File: config.mk
export PLATFORM = sky130hd
export DESIGN_NAME = adc_avg_filter_flat
export DESIGN_NICKNAME = d
export VERILOG_FILES = /design/src/rtl/adc_pkg.sv /design/src/rtl/adc_avg_filter_if.sv /design/src/rtl/adc_sample_ring.sv /design/src/rtl/adc_avg_filter.sv /design/src/flat_wrapper.sv
export SDC_FILE = /design/constraint.sdc
export NUM_CORES = 1
export LEC_CHECK = 0
export ABC_AREA = 1
export CAP_MARGIN = 20
export CORE_MARGIN = 1
export CORE_UTILIZATION = 56
export CTS_CLUSTER_DIAMETER = 30
export CTS_CLUSTER_SIZE = 40
export DETAILED_ROUTE_END_ITERATION = 10
export GPL_TIMING_DRIVEN = 0
export MAX_ROUTING_LAYER = met4
export PLACE_DENSITY = 0.8
export SLEW_MARGIN = 25
export SYNTH_ARGS = -nofsm -noshare
export SYNTH_HDL_FRONTEND = slang
export SYNTH_SLANG_ARGS = --single-unit
export TNS_END_PERCENT = 10
File: constraint.sdc
create_clock -name clk -period 2.9 [get_ports clk]
set_input_delay 0.435 -clock clk [delete_from_list [all_inputs] [get_ports clk]]
set_output_delay 0.435 -clock clk [all_outputs]
set_load 0.05 [all_outputs]
File: src/rtl/adc_pkg.sv
// Shared constants and types for the ADC averaging path.
package adc_pkg;

    localparam int unsigned ADC_W                  = 12;
    localparam int unsigned ADC_AVG_LOG2_DEPTH_DEF = 4;

    // Window fill state.
    typedef enum logic [1:0] {
        StEmpty = 2'd0,
        StFill  = 2'd1,
        StFull  = 2'd2
    } avg_state_e;

    // Running-sum width: enough headroom for DEPTH full-scale samples.
    function automatic int unsigned sum_w(input int unsigned data_w, input int unsigned log2_depth);
        return data_w + log2_depth;
    endfunction

endpackage

File: src/rtl/adc_avg_filter_if.sv
// Sample-in / average-out bus between the XADC capture stage and the display path.
interface adc_avg_filter_if #(
    parameter int unsigned DATA_W = adc_pkg::ADC_W
);
    logic              clear;
    logic              sample_valid;
    logic [DATA_W-1:0] sample;
    logic              avg_valid;
    logic [DATA_W-1:0] avg_value;
    logic              filled;

    // Upstream producer / downstream consumer side.
    modport master (
        output clear, sample_valid, sample,
        input  avg_valid, avg_value, filled
    );

    // Filter side.
    modport slave (
        input  clear, sample_valid, sample,
        output avg_valid, avg_value, filled
    );
endinterface

File: src/rtl/adc_sample_ring.sv
// Circular sample buffer; evict_o is the entry the next write will overwrite.
module adc_sample_ring
    import adc_pkg::*;
#(
    parameter int unsigned DATA_W     = ADC_W,
    parameter int unsigned LOG2_DEPTH = ADC_AVG_LOG2_DEPTH_DEF
) (
    input  logic              clk,
    input  logic              rstn,
    input  logic              clear_i,
    input  logic              wr_en_i,
    input  logic              fill_all_i,
    input  logic [DATA_W-1:0] wr_data_i,
    output logic [DATA_W-1:0] evict_o
);
    localparam int unsigned Depth = 1 << LOG2_DEPTH;

    logic [DATA_W-1:0]     mem_q [Depth];
    logic [DATA_W-1:0]     mem_d [Depth];
    logic [LOG2_DEPTH-1:0] ptr_q, ptr_d;

    assign evict_o = mem_q[ptr_q];

    // Next-state: clear zeroes the window, fill_all replicates one sample everywhere.
    always_comb begin
        mem_d = mem_q;
        ptr_d = ptr_q;
        if (clear_i) begin
            for (int i = 0; i < int'(Depth); i++) mem_d[i] = '0;
            ptr_d = '0;
        end else if (wr_en_i) begin
            if (fill_all_i) begin
                for (int i = 0; i < int'(Depth); i++) mem_d[i] = wr_data_i;
            end else begin
                mem_d[ptr_q] = wr_data_i;
            end
            ptr_d = ptr_q + 1'b1;  // wraps naturally at Depth
        end
    end

    // Buffer and pointer registers.
    always_ff @(posedge clk or negedge rstn) begin
        if (!rstn) begin
            for (int i = 0; i < int'(Depth); i++) mem_q[i] <= '0;
            ptr_q <= '0;
        end else begin
            mem_q <= mem_d;
            ptr_q <= ptr_d;
        end
    end

endmodule

File: src/rtl/adc_avg_filter.sv
// Boxcar moving average over the last 2^LOG2_DEPTH ADC samples.
// Optional build macro ADC_AVG_PRIME_EN: first sample after reset/clear primes the whole window.
module adc_avg_filter
    import adc_pkg::*;
#(
    parameter int unsigned DATA_W     = ADC_W,
    parameter int unsigned LOG2_DEPTH = ADC_AVG_LOG2_DEPTH_DEF
) (
    input  logic                    clk,
    input  logic                    rstn,
    adc_avg_filter_if.slave         bus_io
);
    localparam int unsigned Depth = 1 << LOG2_DEPTH;
    localparam int unsigned SumW  = sum_w(DATA_W, LOG2_DEPTH);
    localparam int unsigned CntW  = LOG2_DEPTH + 1;

`ifdef ADC_AVG_PRIME_EN
    localparam bit PrimeEn = 1'b1;
`else
    localparam bit PrimeEn = 1'b0;
`endif

    avg_state_e        state_q, state_d;
    logic [CntW-1:0]   cnt_q, cnt_d;
    logic [SumW-1:0]   sum_q, sum_d;
    logic [DATA_W-1:0] avg_q, avg_d;
    logic              valid_q, valid_d;
    logic              filled_q, filled_d;

    logic              accept;
    logic              prime;
    logic [DATA_W-1:0] evict;
    logic [SumW-1:0]   sample_ext;

    assign accept     = bus_io.sample_valid & ~bus_io.clear;
    assign prime      = PrimeEn && accept && (state_q == StEmpty);
    assign sample_ext = SumW'(bus_io.sample);

    adc_sample_ring #(
        .DATA_W     (DATA_W),
        .LOG2_DEPTH (LOG2_DEPTH)
    ) u_ring (
        .clk        (clk),
        .rstn       (rstn),
        .clear_i    (bus_io.clear),
        .wr_en_i    (accept),
        .fill_all_i (prime),
        .wr_data_i  (bus_io.sample),
        .evict_o    (evict)
    );

    // Next-state: running sum, fill FSM and output registers.
    always_comb begin
        state_d  = state_q;
        cnt_d    = cnt_q;
        sum_d    = sum_q;
        avg_d    = avg_q;
        valid_d  = 1'b0;
        filled_d = filled_q;
        if (bus_io.clear) begin
            state_d  = StEmpty;
            cnt_d    = '0;
            sum_d    = '0;
            avg_d    = '0;
            filled_d = 1'b0;
        end else if (accept) begin
            // Evicted sample is already part of the sum, so this cannot underflow.
            sum_d   = prime ? (sample_ext << LOG2_DEPTH) : (sum_q + sample_ext - SumW'(evict));
            avg_d   = DATA_W'(sum_d >> LOG2_DEPTH);
            valid_d = 1'b1;
            unique case (state_q)
                StEmpty: begin
                    if (prime) begin
                        state_d = StFull;
                        cnt_d   = CntW'(Depth);
                    end else begin
                        state_d = StFill;
                        cnt_d   = CntW'(1);
                    end
                end
                StFill: begin
                    cnt_d = cnt_q + 1'b1;
                    if (cnt_d == CntW'(Depth)) state_d = StFull;
                end
                StFull:  state_d = StFull;
                default: state_d = StEmpty;
            endcase
            filled_d = (state_d == StFull);
        end
    end

    // State and output registers.
    always_ff @(posedge clk or negedge rstn) begin
        if (!rstn) begin
            state_q  <= StEmpty;
            cnt_q    <= '0;
            sum_q    <= '0;
            avg_q    <= '0;
            valid_q  <= 1'b0;
            filled_q <= 1'b0;
        end else begin
            state_q  <= state_d;
            cnt_q    <= cnt_d;
            sum_q    <= sum_d;
            avg_q    <= avg_d;
            valid_q  <= valid_d;
            filled_q <= filled_d;
        end
    end

    assign bus_io.avg_valid = valid_q;
    assign bus_io.avg_value = avg_q;
    assign bus_io.filled    = filled_q;

endmodule

File: src/flat_wrapper.sv
// flat-port wrapper written by rule: the top's interface ports become plain ports
module adc_avg_filter_flat import adc_pkg::*;
#(
    parameter int unsigned DATA_W     = ADC_W,
    parameter int unsigned LOG2_DEPTH = ADC_AVG_LOG2_DEPTH_DEF
)
  (clk, rstn, bus_io_clear, bus_io_sample_valid, bus_io_sample, bus_io_avg_valid, bus_io_avg_value, bus_io_filled);
  adc_avg_filter_if #(.DATA_W(DATA_W)) bus_io_i ();
  input  logic clk;
  input  logic rstn;
  input wire logic [$bits(bus_io_i.clear)-1:0] bus_io_clear;
  input wire logic [$bits(bus_io_i.sample_valid)-1:0] bus_io_sample_valid;
  input wire logic [$bits(bus_io_i.sample)-1:0] bus_io_sample;
  output wire logic [$bits(bus_io_i.avg_valid)-1:0] bus_io_avg_valid;
  output wire logic [$bits(bus_io_i.avg_value)-1:0] bus_io_avg_value;
  output wire logic [$bits(bus_io_i.filled)-1:0] bus_io_filled;
  assign bus_io_i.clear = bus_io_clear;
  assign bus_io_i.sample_valid = bus_io_sample_valid;
  assign bus_io_i.sample = bus_io_sample;
  assign bus_io_avg_valid = bus_io_i.avg_valid;
  assign bus_io_avg_value = bus_io_i.avg_value;
  assign bus_io_filled = bus_io_i.filled;
  adc_avg_filter #(.DATA_W(DATA_W), .LOG2_DEPTH(LOG2_DEPTH)) u_core (.clk(clk), .rstn(rstn), .bus_io(bus_io_i));
endmodule
# After elaboration in Yosys (flattened, before gate mapping)
# Index checks and enable logic that the tools add are counted.
dict set report totals {
  regBits 233
  input_bits 16
  word_cells 68
}
dict set report classes {
  add_sub_neg 4
  order_cmp 2
  n_eq_ne 4
  n_mux 27
  bitwise_logic 3
  n_reduce_logical 5
}
# op count
set ops {}
lappend ops {{$mux 192} 2}
lappend ops {{$bwmux 192} 1}
lappend ops {{$mux 12} 5}
lappend ops {{$bmux 12 s4} 1}
lappend ops {{$demux 12 s4} 1}
lappend ops {{$mux 16} 2}
lappend ops {{$add 16x12->16} 1}
lappend ops {{$sub 16x12->16} 1}
lappend ops {{$mux 2} 5}
lappend ops {{$mux 5} 2}
lappend ops {{$pmux 5 s2} 1}
lappend ops {{$mux 4} 2}
lappend ops {{$pmux 2 s3} 1}
lappend ops {{$add 5x1->5 const B} 1}
lappend ops {{$eq 5x5->1 const B} 1}
lappend ops {{$ge 5x5->1 const B} 1}
lappend ops {{$lt 5x1->1 const B} 1}
lappend ops {{$not 4->5} 1}
lappend ops {{$add 4x1->4 const B} 1}
lappend ops {{$eq 2x2->1 const B} 2}
lappend ops {{$mux 1} 4}
lappend ops {{$reduce_bool 3->1} 1}
lappend ops {{$eq 2x1->1 const B} 1}
lappend ops {{$logic_not 2->1} 1}
lappend ops {{other kinds (5)} 5}

# Longest topological paths before layout
# Gate-level depths: netlist (run 1).
dict set report logic_depth {
  ltp_word 9
  depth_mapped 22
  mapped_depth_nobuf 19
}

# By module
# A second synthesis (run 1) with hierarchy kept.
dict set report unflattened {
  cells_unflattened 1879
  area_unflattened_um2 13096.3
}
# module instances cells_per_inst area_per_inst_um2 seq_area_each_um2
set modules_own_cells {}
lappend modules_own_cells {adc_sample_ring 1 1520 10676.5 4904.7}
lappend modules_own_cells {adc_avg_filter 1 359 2419.8 625.6}

# Least setup slack after synthesis (run 1)
# OpenSTA, ideal clock, no wires.
dict set report synth_path {
  kind {register to register}
  start {reg u_core.u_ring.ptr_q[0]}
  end {reg u_core.avg_q[9], in the netlist u_core.bus_io.avg_value[9]}
  setup_time_ns 0.117
  t_arrival_ns 2.896
  t_required_ns 2.783
  setup_slack_ns -0.113
  path_stages_with_launch 20
  path_buffers 3
  path_cell_list {dfrtp_1 buf_2 inv_2 buf_2 buf_2 a21oi_1 o21ai_0 nand2_1 nand2_1 nand4_1 fa_1 inv_1 ha_1 or2_2 nand3_1 nand2_1 nand2_1 nand3_1 nand3_1 nand2_1}
}
dict set report synth_via {
  elab_chain_cells 7
}
# item line_no
set synth_lines {}
lappend synth_lines {{start: declaration} adc_sample_ring.sv:20} ;# logic [LOG2_DEPTH-1:0] ptr_q, ptr_d;
lappend synth_lines {{start signal: assignment} adc_sample_ring.sv:48} ;# ptr_q <= ptr_d;
lappend synth_lines {{$not 4->5 (implied by the code)} adc_sample_ring.sv:22} ;# assign evict_o = mem_q[ptr_q];
lappend synth_lines {{$bmux 12 s4} adc_sample_ring.sv:22}
lappend synth_lines {{$mux 12 (implied by the code) (2 in a row)} adc_sample_ring.sv:22}
lappend synth_lines {{$sub 16x12->16} adc_avg_filter.sv:68} ;# sum_d = prime ? (sample_ext << LOG2_DEPTH) : (sum_q + sample_ext - SumW'(evict));
lappend synth_lines {{$mux 12} adc_avg_filter.sv:66} ;# end else if (accept) begin
lappend synth_lines {{$mux 12} adc_avg_filter.sv:60} ;# if (bus_io.clear) begin
lappend synth_lines {{end signal: assignment} adc_avg_filter.sv:105} ;# avg_q <= avg_d;
lappend synth_lines {{end: declaration} adc_avg_filter.sv:26} ;# logic [DATA_W-1:0] avg_q, avg_d;
# Every way passes these cells. The select of a mux whose other input is x is not followed.
# A chain may end at the register's enable or synchronous reset.

# Final worst setup path (run 1)
dict set report layout_path {
  start {reg u_core.u_ring.ptr_q[1]}
  end {reg u_core.avg_q[10], in the netlist u_core.bus_io.avg_value[10]}
}
# The elaborated chain is that of the path after synthesis.

==> impl_metrics.ini, run 1 <==
[status]
outcome = complete, but fails checks
violations = negative setup slack

[placed_design]
place_congestion = 1.07
dp.cells = 1725
io_buffer_count = 29
dpl.hpwl_mm = 27.0
placed_area_um2 = 12100
place_ws_ps = -932

[synthesis]
netlist_instances = 1429
synth_cell_type_count = 30
synth-seq-cells = 221
ys_warn_count = 0
synth.area.top_cells = dfrtp_1 48%, o21ai_0 8.7%, nand2_1 7.8%
synth_top_flop_cell = dfrtp_1
synth_common_cells = 238 x nand2_1, 221 x dfrtp_1, 215 x inv_1
yosys.area.top_type = dfrtp_1
synth_area_um2 = 11400
yosysSeqAreaShare_pct = 48.3
syn_area_per_cell_um2 = 8.01
yosysMostFrequentCell = nand2_1
synth_top_area_share_pct = 48.3
synthArstFlopShare_pct = 100
synth_edf_count = 0
synth_fp_nets = 1478

[power]
leakage_nw = 6.70
power_density_nw_per_um2 = 906
ir_drop_uv = 587
power_mw = 13.1

[die]
row_count = 51
die_h_um = 145
die-area_um2 = 21000
coreArea_um2 = 19700
die_w_um = 145
initial_core_util_pct = 58.0
ioPinCount = 30

[cells_and_area]
nNetsFinal = 1571
final_core_util_pct = 73.5
multi_input_comb_area_um2 = 4980
drive_above_1_share_pct = 16.3
final_area_um2 = 14500
fillCellCount = 1388
seqCellArea_um2 = 5530
final_cells = 1826
area_growth_pct = 26.7

[sta]
fin_crit_ps = 3390
max_freq_mhz = 295
timing.final.ws_setup_ps = -492
worstMarginPinSlew_ps = 1150
fin_crit_sh_pct = 117
drv_slew = 0
fin_skew_ps = 20.4
rsz0062_at_grt = true
slew_headroom_pct = 23.3
finalSetupViolations = 15
hold_viol_final = 0
tns_ps = -6100
timing.hold.ws_ps = 401

[global_routing]
grt_max_degree = 97
gr-total-overflow = 0
antenna_found_initial = 2
grt_pass1_vias = 11300
grt_pass1_wl_mm = 63.9
grt_use_total_pct = 41.5

[drt]
drt-vias-per-instance = 6.38
num_vias = 11600
postRouteAntennaNets = 0
post_drt_wl_per_cell_um = 23.3
routed_wl_mm = 42.5
first_pass_iters = 7
drt_iter0_markers = 1671
drc = 0

[worst_setup_path]
reg2reg_from = u_core.u_ring.ptr_q[1]
r2r_slack_ps = -490
critical-path-slowest-cell = fa_1
crit_type = register to register
crit_buf_inv = 3
critPathLaunchType = register
end_kind = register
cp_data_required_time_ps = 3320
crit_path_frequent_cell = nand2_1
critPathTopFamily = simple AND/OR/NAND/NOR gates
arrival_ps = 3820
r2r_cells = 19
crit_fanout = 10
slowest_delay_ps = 600
r2r_end = u_core.bus_io.avg_value[10]
crit_chain = buf_4 -> buf_4 -> a21oi_1 -> o21ai_1 -> nand2_1 -> nand2_2 -> nand4_1 -> fa_1 -> inv_1 -> ha_4 -> nand2_2 -> nand2_1 -> nand2_1 -> nand3_4 -> nand2_2 -> nand2_1 -> nand2_1 -> nand3_1 -> nand2_1

[clock_tree]
cts_tree = done
cts_root_buffer = clkbuf_16
clockBufferDepth = 3
clk_latency_ps = 550
numCtsBuffers = 48
clk_pin_slew_ps = 50
numClockSinks = 221
h-tree-depth = 2

[hold_path]
min_path_type = primary input to async pin

[run]
cap_violations = 0
worst max path at each step:
stage | start | to | slack, ps | cells past startpoint
after global routing | u_core.u_ring.ptr_q[0] | u_core.bus_io.avg_value[7] | -580 | 21
after CTS | u_core.u_ring.ptr_q[0] | u_core.bus_io.avg_value[9] | -330 | 20
after detailed placement | u_core.u_ring.ptr_q[1] | u_core.bus_io.avg_value[11] | -930 | 18
after global placement | rstn | u_core.state_q[1] | -7810 | 1
final | u_core.u_ring.ptr_q[1] | u_core.bus_io.avg_value[10] | -490 | 19
after floorplan | u_core.u_ring.ptr_q[0] | u_core.bus_io.avg_value[9] | 20 | 19
sequential cells by signal, summed over array words and instances, names as in the netlist:
register                 flops
u_core.sum_q                 4
u_core.u_ring.mem_q        192
u_core.bus_io.avg_valid      1
u_core.u_ring.ptr_q          4
u_core.bus_io.avg_value     12
u_core.bus_io.filled         1
u_core.cnt_q                 5
u_core.state_q               2
routing by layer:
metal  vias up  global-route usage [%]  wire, um
met4         0                    28.3      3310
met1      5469                    52.0     15600
met3       268                    11.7      5650
met5         -                       -         0
met2       962                    58.1     18000
li1       4946                       -         -
report_power, final:
group	internal, mW	total [mW]	switching (mW)
logic	1.52	4.15	2.64
registers	3.22	3.32	0.101
clock network	3.86	5.67	1.81
final cells by class:
cell class	count	share of cell area, %
sequential	221	38.2
multi-input combinational	880	34.4
clock buffer	62	9.22
inverter	221	5.77
buffer	106	4.25
timing repair buffer	44	3.56
clock inverter	25	2.36
tap	265	2.29
antenna	2	0.0345
cells in the final DEF, fill, tap and decap left out, drive strengths merged, types with 2 or more instances in the layout:
cell and count:
clkinvlp 6, nand2 240, nor2 32, bufinv 7
clkdlybuf4s50 28, nor3 4, ha 21, buf 67
xor2 2, fa 12, nand3b 2, o22ai 100
nand4 15, a21oi 112, nand3 127, clkinv 10
diode 2, inv 223, clkbuf 116, dfrtp 221
o21ai 208
kinds of logic after synthesis:
family	after synthesis	synth area share, %
flops	221	48.3
buf+inv	328	11.5
fa+ha+maj	33	4.40
xor+xnor	3	0.230
compound gates	422	19.6
simple gates	422	15.9
what timing repair did:
item                                    CTS  global route
cloned                                    3             0
resized for setup                       137            57
setup buffers                             6             3
hold buffers                              1             0
pin swaps                                23            31
endpoints found under the hold margin    53             0
endpoints found under the setup margin   15            15
No activity file was read; power rests on OpenSTA's default activity.
==> run 2: changes to the inputs <==
GPL_ROUTABILITY_DRIVEN = 0   (was unset)
SLEW_MARGIN = 5   (was 25)
==> impl_metrics.ini, run 2 (same netlist as run 1, synthesis figures left out) <==
[hold_path]
min_path_type = primary input to async pin

[sta]
fin_crit_sh_pct = 121
finalSetupViolations = 15
drv_slew = 0
slew_headroom_pct = 26.4
max_freq_mhz = 285
hold_viol_final = 0
worstMarginPinSlew_ps = 1100
fin_crit_ps = 3510
timing.final.ws_setup_ps = -611
timing.hold.ws_ps = 404
fin_skew_ps = 21.4
rsz0062_at_grt = true

[die]
ioPinCount = 30
row_count = 51
die_h_um = 145
die-area_um2 = 21000
initial_core_util_pct = 58.0
coreArea_um2 = 19700
die_w_um = 145

[worst_setup_path]
arrival_ps = 3920
crit_buf_inv = 6
crit_type = register to register
crit_fanout = 10
slowest_delay_ps = 550
cp_data_required_time_ps = 3310
crit_chain = buf_6 -> inv_8 -> bufbuf_16 -> buf_12 -> o21ai_2 -> nand2_1 -> nand2_1 -> nand4_1 -> fa_1 -> inv_1 -> ha_4 -> nand2_2 -> inv_2 -> nand2_2 -> nor3_2 -> nand2_2 -> nand2_1 -> nand2_1 -> nand3_1 -> nand2_1
critPathLaunchType = register
end_kind = register
critPathTopFamily = simple AND/OR/NAND/NOR gates
crit_path_frequent_cell = nand2_1
critical-path-slowest-cell = fa_1

[power]
power_density_nw_per_um2 = 875
leakage_nw = 6.66
ir_drop_uv = 417

[cells_and_area]
final_area_um2 = 14300
area_growth_pct = 25.2
final_cell_mix = 220 x dfrtp_1, 206 x inv_1, 205 x nand2_1
seqCellArea_um2 = 5530
fillCellCount = 1332
registers.top_by_ff_count = u_core.u_ring.mem_q
final_core_util_pct = 72.7
drive_above_1_share_pct = 15.7
final_common_cell = dfrtp_1
nNetsFinal = 1568
multi_input_comb_area_um2 = 4970
largest_reg_flops = 192

[drt]
drt-vias-per-instance = 6.54
routed_wl_mm = 42.6
first_pass_iters = 9
num_vias = 11900
post_drt_wl_per_cell_um = 23.4
postRouteAntennaNets = 0
drt_iter0_markers = 1998
drc = 0

[clock_tree]
clk_pin_slew_ps = 50
h-tree-depth = 2
cts_root_buffer = clkbuf_16
clockBufferDepth = 3
numCtsBuffers = 43
cts_tree = done
clk_latency_ps = 540
numClockSinks = 221

[status]
outcome = complete, but fails checks
violations = negative setup slack

[placed_design]
dpl.hpwl_mm = 25.8
placed_area_um2 = 12100
io_buffer_count = 29

[global_routing]
grt_pass1_vias = 11500
gr-total-overflow = 0
grt_max_degree = 102
grt_pass1_wl_mm = 65.4
grt_use_total_pct = 42.3
antenna_found_initial = 0

[run]
cap_violations = 0
==> run 2: cell types whose count changed in the layout (fill, tap and decap cells not counted), sizes merged <==
cell,before,now
clkinvlp,6,3
clkinv,10,12
buf,67,70
inv,223,224
clkbuf,116,107
bufinv,7,4
bufbuf,0,2
==> run 2: final cells by class <==
type / count / share of cell area (%)
repair buffers: 46 / 3.85
multi-input cells: 880 / 34.7
inverters: 221 / 5.84
diodes: 2 / 0.0349
flip-flops and latches: 221 / 38.6
clock buffers: 56 / 8.35
clock inverters: 22 / 1.78
well taps: 265 / 2.31
plain buffers: 106 / 4.54
==> run 2: worst paths after layout <==
check / to / slack [ps] / start / depth (start not counted)
max: u_core.bus_io.avg_value[9] / -610 / u_core.u_ring.ptr_q[0] / 20
min: u_core.u_ring.mem_q[66] / 400 / rstn / 2
max reg2reg: u_core.bus_io.avg_value[9] / -610 / u_core.u_ring.ptr_q[0] / 20
min reg2reg: u_core.bus_io.filled / 480 / u_core.bus_io.filled / 2
max in group asynchronous: u_core.u_ring.ptr_q[1] / 1270 / rstn / 4
min in group clk: u_core.bus_io.filled / 480 / u_core.bus_io.filled / 2
==> run 2: stage by stage <==
stage,TNS [ps],total power [mW],instances,worst slack [ps]
after floorplan,0,5.53,1429,17.0
after global placement,-1726140,6.32,1723,-7790
after detailed placement,-10230,6.40,1725,-857
after CTS,-3940,12.0,1817,-335
after global routing,-8160,12.9,1817,-802
final,-6940,12.5,1819,-611
==> run 2: power breakdown <==
part	switching (mW)	internal, mW
logic	2.74	1.50
registers	0.0961	3.21
clock network	1.71	3.27
total	4.54	7.99
==> run 2: metal layers <==
layer / track usage, % / vias up / wire, um
met3: 12.8 / 335 / 6290
met4: 26.9 / 0 / 3520
met2: 60.4 / 1068 / 18000
met5: - / - / 0
met1: 52.3 / 5554 / 14800
li1: - / 4934 / -
==> run 2: timing repair <==
item,4_1_cts,5_1_grt
gates cloned,4,0
setup buffers,10,0
hold buffers,1,0
endpoints found under the setup margin,15,15
pin swaps,28,18
endpoints found under the hold margin,45,0
gates resized for setup,154,55
==> run 2: worst register-to-register path: cells and delay by family, from the launching register on <==
kind / cells / cell delay (ps)
AND/OR/NAND/NOR: 11 / 1120
adder cells (fa/ha/maj): 2 / 880
buffers and inverters: 6 / 850
flip-flops: 1 / 410
AO/OA/AOI/OAI: 1 / 160
